`src/rtl/arbitro_serial_uc_if.sv`:
```
// arbitro_serial_uc_if: request/transmit bus between report sources, arbiter and UART TX
interface arbitro_serial_uc_if #(parameter int N_REQ = 3);
    logic [N_REQ-1:0]   req;
    logic [8*N_REQ-1:0] dado_req;
    logic               pronto_tx;
    logic [N_REQ-1:0]   grant;
    logic [1:0]         byte_idx;
    logic [7:0]         dado_tx;
    logic               partida_tx;
    logic [N_REQ-1:0]   ack;
    logic               erro;
    logic [2:0]         db_estado;
    modport master (
        input  req, dado_req, pronto_tx,
        output grant, byte_idx, dado_tx, partida_tx, ack, erro, db_estado
    );
    modport slave (
        output req, dado_req, pronto_tx,
        input  grant, byte_idx, dado_tx, partida_tx, ack, erro, db_estado
    );
endinterface

```
`src/rtl/arbitro_serial_uc.sv`:
```
// arbitro_serial_uc: round-robin arbiter sharing one UART transmitter among N_REQ frame sources
module arbitro_serial_uc #(
    parameter int N_REQ       = 3,
    parameter int FRAME_BYTES = 4,
    parameter int TIMEOUT_CYC = 100000
) (
    input  logic                clock,
    input  logic                reset,
    arbitro_serial_uc_if.master bus
);
    localparam int CW = $clog2(TIMEOUT_CYC);

    typedef enum logic [2:0] {
        OCIOSO  = 3'b000,
        CARREGA = 3'b001,
        ESPERA  = 3'b010,
        PROXIMO = 3'b011,
        FIM     = 3'b100,
        ERRO    = 3'b101
    } estado_t;

    estado_t          estado;
    logic [N_REQ-1:0] grant;
    logic [1:0]       byte_idx;
    logic [1:0]       ptr;
    logic [1:0]       dono;
    logic [1:0]       sel;
    logic             sel_ok;
    logic [CW-1:0]    cnt;

    function automatic logic [1:0] circ(input logic [1:0] p, input int k);
        return 2'((int'(p) + k) % N_REQ);
    endfunction

    // scan from farthest to nearest so the first requester after ptr wins
    always_comb begin
        sel_ok = 1'b0;
        sel    = '0;
        for (int k = N_REQ; k >= 1; k--) begin
            if (bus.req[circ(ptr, k)]) begin
                sel_ok = 1'b1;
                sel    = circ(ptr, k);
            end
        end
    end

    always_ff @(posedge clock or posedge reset) begin
        if (reset) begin
            estado   <= OCIOSO;
            grant    <= '0;
            byte_idx <= '0;
            cnt      <= '0;
            ptr      <= 2'(N_REQ - 1);
            dono     <= '0;
        end else begin
            case (estado)
                OCIOSO: if (sel_ok) begin
                    grant    <= N_REQ'(1) << sel;
                    dono     <= sel;
                    byte_idx <= '0;
                    estado   <= CARREGA;
                end
                CARREGA: begin
                    cnt    <= '0;
                    estado <= ESPERA;
                end
                ESPERA: begin
                    cnt <= cnt + CW'(1);
                    if (bus.pronto_tx) estado <= PROXIMO;
                    else if (cnt == CW'(TIMEOUT_CYC - 1)) estado <= ERRO;
                end
                PROXIMO: if (byte_idx == 2'(FRAME_BYTES - 1)) estado <= FIM;
                else begin
                    byte_idx <= byte_idx + 2'd1;
                    estado   <= CARREGA;
                end
                // owner drops to lowest priority whether it finished or timed out
                FIM, ERRO: begin
                    ptr      <= dono;
                    grant    <= '0;
                    byte_idx <= '0;
                    estado   <= OCIOSO;
                end
                default: begin
                    grant    <= '0;
                    byte_idx <= '0;
                    estado   <= OCIOSO;
                end
            endcase
        end
    end

    assign bus.grant      = grant;
    assign bus.byte_idx   = byte_idx;
    assign bus.partida_tx = estado == CARREGA;
    assign bus.ack        = estado == FIM ? grant : '0;
    assign bus.erro       = estado == ERRO;
    assign bus.db_estado  = estado > ERRO ? 3'b111 : estado;
    assign bus.dado_tx    = |grant ? bus.dado_req[{dono, 3'b000} +: 8] : 8'h00;
endmodule

```
`src/flat_wrapper.sv`:
```
// flat-port wrapper written by rule: the top's interface ports become plain ports
module arbitro_serial_uc_flat 
#(
    parameter int N_REQ       = 3,
    parameter int FRAME_BYTES = 4,
    parameter int TIMEOUT_CYC = 100000
)
  (clock, reset, bus_req, bus_dado_req, bus_pronto_tx, bus_grant, bus_byte_idx, bus_dado_tx, bus_partida_tx, bus_ack, bus_erro, bus_db_estado);
  arbitro_serial_uc_if #(.N_REQ(N_REQ)) bus_i ();
  input  logic clock;
  input  logic reset;
  input wire logic [$bits(bus_i.req)-1:0] bus_req;
  input wire logic [$bits(bus_i.dado_req)-1:0] bus_dado_req;
  input wire logic [$bits(bus_i.pronto_tx)-1:0] bus_pronto_tx;
  output wire logic [$bits(bus_i.grant)-1:0] bus_grant;
  output wire logic [$bits(bus_i.byte_idx)-1:0] bus_byte_idx;
  output wire logic [$bits(bus_i.dado_tx)-1:0] bus_dado_tx;
  output wire logic [$bits(bus_i.partida_tx)-1:0] bus_partida_tx;
  output wire logic [$bits(bus_i.ack)-1:0] bus_ack;
  output wire logic [$bits(bus_i.erro)-1:0] bus_erro;
  output wire logic [$bits(bus_i.db_estado)-1:0] bus_db_estado;
  assign bus_i.req = bus_req;
  assign bus_i.dado_req = bus_dado_req;
  assign bus_i.pronto_tx = bus_pronto_tx;
  assign bus_grant = bus_i.grant;
  assign bus_byte_idx = bus_i.byte_idx;
  assign bus_dado_tx = bus_i.dado_tx;
  assign bus_partida_tx = bus_i.partida_tx;
  assign bus_ack = bus_i.ack;
  assign bus_erro = bus_i.erro;
  assign bus_db_estado = bus_i.db_estado;
  arbitro_serial_uc #(.N_REQ(N_REQ), .FRAME_BYTES(FRAME_BYTES), .TIMEOUT_CYC(TIMEOUT_CYC)) u_core (.clock(clock), .reset(reset), .bus(bus_i));
endmodule
```
`config.mk`:
```
export PLATFORM = sky130hd
export DESIGN_NAME = arbitro_serial_uc_flat
export DESIGN_NICKNAME = d
export VERILOG_FILES = /design/src/rtl/arbitro_serial_uc_if.sv /design/src/rtl/arbitro_serial_uc.sv /design/src/flat_wrapper.sv
export SDC_FILE = /design/constraint.sdc
export NUM_CORES = 1
export LEC_CHECK = 0
export BUFFER_PORTS_ARGS = -buffer_cell sky130_fd_sc_hd__buf_2
export CAP_MARGIN = 25
export CORE_MARGIN = 5
export CORE_UTILIZATION = 25
export CTS_BUF_LIST = sky130_fd_sc_hd__clkbuf_16
export DETAILED_ROUTE_END_ITERATION = 10
export PLACE_DENSITY = 0.52
export SYNTH_ARGS = -nofsm -noshare
export SYNTH_HDL_FRONTEND = slang
export SYNTH_SLANG_ARGS = --single-unit
export TNS_END_PERCENT = 5
```
`constraint.sdc`:
```
create_clock -name clock -period 6.85 [get_ports clock]
set_input_delay 0.685 -clock clock [delete_from_list [all_inputs] [get_ports clock]]
set_output_delay 0.685 -clock clock [all_outputs]
set_load 0.03 [all_outputs]
```
==> impl_metrics.toml <==
[status]
status = "finished, final reports clean"

[timing]
worstMarginPinSlew_ps = 537
skew_ps = 6.67
hold_violations = 0
fmax_mhz = 401
max-slew-margin-rel_pct = 63.9
period_needed_ps = 2500
setup_viol = 0
period_share_pct = 36.4
slew_viol_final = 0
tns_ps = 0
rsz0062_at_grt = "no"

[critical_path]
cp-start-kind = "register"
cp_max_fo = 11
crit_slowest_cell = "dfrtp_1"
path_cells = "nor2b_1 > a21oi_1 > nor2_1 > buf_2"
cp-end-kind = "output port"
critPathRequiredTime_ps = 6160
rrSetupSlack_ps = 4480
critical-path-max-stage-delay_ps = 570
critical_path_class = "register to output port"
reg2reg_to = "u_core.dono[0]"
worst_ep_arrival_time_ps = 1810
worstRegToRegCells = 7
timing.rr.start = "u_core.ptr[1]"

[grt]
antenna_found_initial = 0
grt-ovfl-total = 0
grt.total_usage_pct = 10.3
grt_pass1_vias = 1720
grt_max_degree = 30
grt_pass1_wl_microns = 8170

[synth]
synthTopCellsByArea = "dfrtp_1, mux2i_1, nor2_1, o21ai_0, a21oi_1"
syn_nets = 259
synth_compound_area_share_pct = 18.7
synth_edf_count = 0
synth-warning-count = 0
yosys.area.top_type = "dfrtp_1"
syn_inst = 223
synth_area_sq_mm = 0.00194
synth-xor-area-share_pct = 0.452
synth_common_cells = "dfrtp_1, nor2_1, nand2_1"
yosysUniqueCellTypes = 49
yosysMostFrequentCell = "dfrtp_1"
synth_top_family_by_area = "simple AND/OR/NAND/NOR gates"
synth-seq-cells = 29
synth_mux_area_share_pct = 9.43
synth_ff_type = "dfrtp_1"
synth_fa_ha_area_share_pct = 3.88
synthArstFlopShare_pct = 100
avgSynthCellArea_sq_um = 8.69
yosys.area_share.simple_pct = 26.7
yosysTopAreaCellShare_pct = 36.2
ys_seq_area_share_pct = 37.5

[die]
die_y_microns = 98.0
core-area_sq_mm = 0.00765
start_util_pct = 25.3
ios = 51
dieWidth_microns = 98.0
die_area_sq_mm = 0.00961
rows = 32

[pwr]
leakage_uw = 0.00113
switchingPower_uw = 458
p_clk_share_pct = 20.5
power_density_mw_per_mm2 = 405
ir_drop_mv = 0.127
p_comb_share_pct = 51.2
seqPwrFrac_pct = 28.3
p_sw_share_pct = 46.5
internal_power_uw = 526

[layout]
final_nets = 309
drive_above_1_share_pct = 25.5
design_area_sq_mm = 0.00243
fin_util_pct = 31.8
num_antenna_cells = 0
synthToLayoutAreaGrowth_pct = 25.6
instances_no_fill = 376

[place]
dp_cells = 367
portBuffers = 50
dp_hpwl_microns = 3710
place_congestion = 0.794
placed_cell_area_sq_mm = 0.00229

[cts]
numCtsBuffers = 5
cts-root-buf = "clkbuf_16"
ctsHoldBuffers = 0
clock_latency_ps = 270
post_cts_resized = 0
cts_num_sinks = 29
cts_buffer_depth = 2
postCtsSetupBuffers = 0
h-tree-depth = 2
tritoncts = "yes"
path_clk_slew_ps = 50

[routing]
postRouteAntennaNets = 0
drt-initial-drc-count = 71
num_vias = 1800
wl_per_cell_microns = 13.1
wl_microns = 4930
viasPerCell = 4.79
drc = 0
dr.pass1.iters = 4

[flow_run]
max_cap_viol_count = 0

[hold_path]
hold_path_class = "input port to asynchronous set/reset pin"
layout by cell type, fill, tap and decap left out, types with 2 or more instances in the layout:
cell	Yosys	final
inv_1	6	6
mux2i_1	13	13
nor3_1	8	8
a21oi_1	16	16
a31oi_1	2	2
nand2_1	21	21
and3_1	2	2
nor2_1	27	27
o211ai_1	2	2
o21bai_1	2	2
clkinv_1	0	2
dfrtp_1	28	28
buf_4	1	2
nor2b_1	3	3
nor4_1	3	3
nand3_1	13	13
o31ai_1	3	3
o21ai_0	19	19
mux2_4	2	2
nand4b_1	2	2
buf_2	1	50
nand2b_1	3	3
and2_1	5	5
mux2_1	2	2
clkbuf_16	0	5
nor3b_1	2	2
ha_1	6	6
flip-flops by register name (all words and copies together), names as in the netlist:
| register | cells |
|---|---|
| u_core.ptr | 2 |
| u_core.bus.grant | 3 |
| u_core.cnt | 17 |
| u_core.dono | 2 |
| u_core.estado | 3 |
| u_core.bus.byte_idx | 2 |
cells by family (layout without fill, tap and decap cells):
| kind of cell | count (synthesis) | in the layout |
|---|---|---|
| xor gates and xnor gates | 1 | 1 |
| muxes | 17 | 17 |
| adders and majority gates | 6 | 6 |
| AOI/OAI and AO/OA | 55 | 55 |
| buffers and inverters | 16 | 67 |
| and+or+nand+nor | 99 | 99 |
| DFF | 29 | 29 |
critical path, delay by kind of cell, from the launching register on:
family          cells  cell delay (ps)
flops               1              570
compound gates      1              130
buf+inv             1              200
simple gates        2              630
worst max-delay path by stage:
stage	start	end	slack [ps]	cells after the start
2_1_floorplan	u_core.ptr[1]	u_core.dono[0]	4610	7
3_3_place_gp	u_core.ptr[1]	u_core.dono[1]	4500	7
3_5_place_dp	u_core.ptr[1]	u_core.dono[0]	4470	7
4_1_cts	u_core.bus.grant[0]	bus_dado_tx[4]	4270	3
5_1_grt	u_core.dono[1]	bus_dado_tx[0]	4190	4
6_report	u_core.dono[1]	bus_dado_tx[4]	4350	4
power groups by stage:
stage / combinational [uW] / sequential (uW) / clock (uW)
CTS: 508 / 279 / 208
finish: 504 / 278 / 202
global route: 555 / 288 / 215
detailed placement: 507 / 282 / 0
global placement: 502 / 280 / 0
floorplan: 395 / 262 / 0
per-layer routing:
layer | vias to the layer above | part of all wire, % | global-route usage [%]
li1 | 903 | - | -
met1 | 860 | 45 | 11.9
met2 | 30 | 50 | 18.3
met3 | 7 | 3.6 | 2.71
met4 | 0 | 1.8 | 3.73
met5 | - | 0 | 0
final cells by class:
class	count	area (sq um)
fill	813	5220
multi-input combinational	178	1140
sequential	29	727
timing repair buffer	53	273
tap	102	128
clock buffer	5	125
inverter	6	22.5
clock inverter	3	12.5
per-stage QoR:
| step | hold slack (ps) | total power, uW | setup slack (ps) |
|---|---|---|---|
| 5_1_grt | 509 | 1060 | 4190 |
| 2_1_floorplan | 453 | 658 | 4610 |
| 6_report | 484 | 984 | 4350 |
| 3_3_place_gp | 482 | 782 | 4500 |
| 3_5_place_dp | 490 | 789 | 4470 |
| 4_1_cts | 499 | 995 | 4270 |
(Power assumes the default switching activity.)
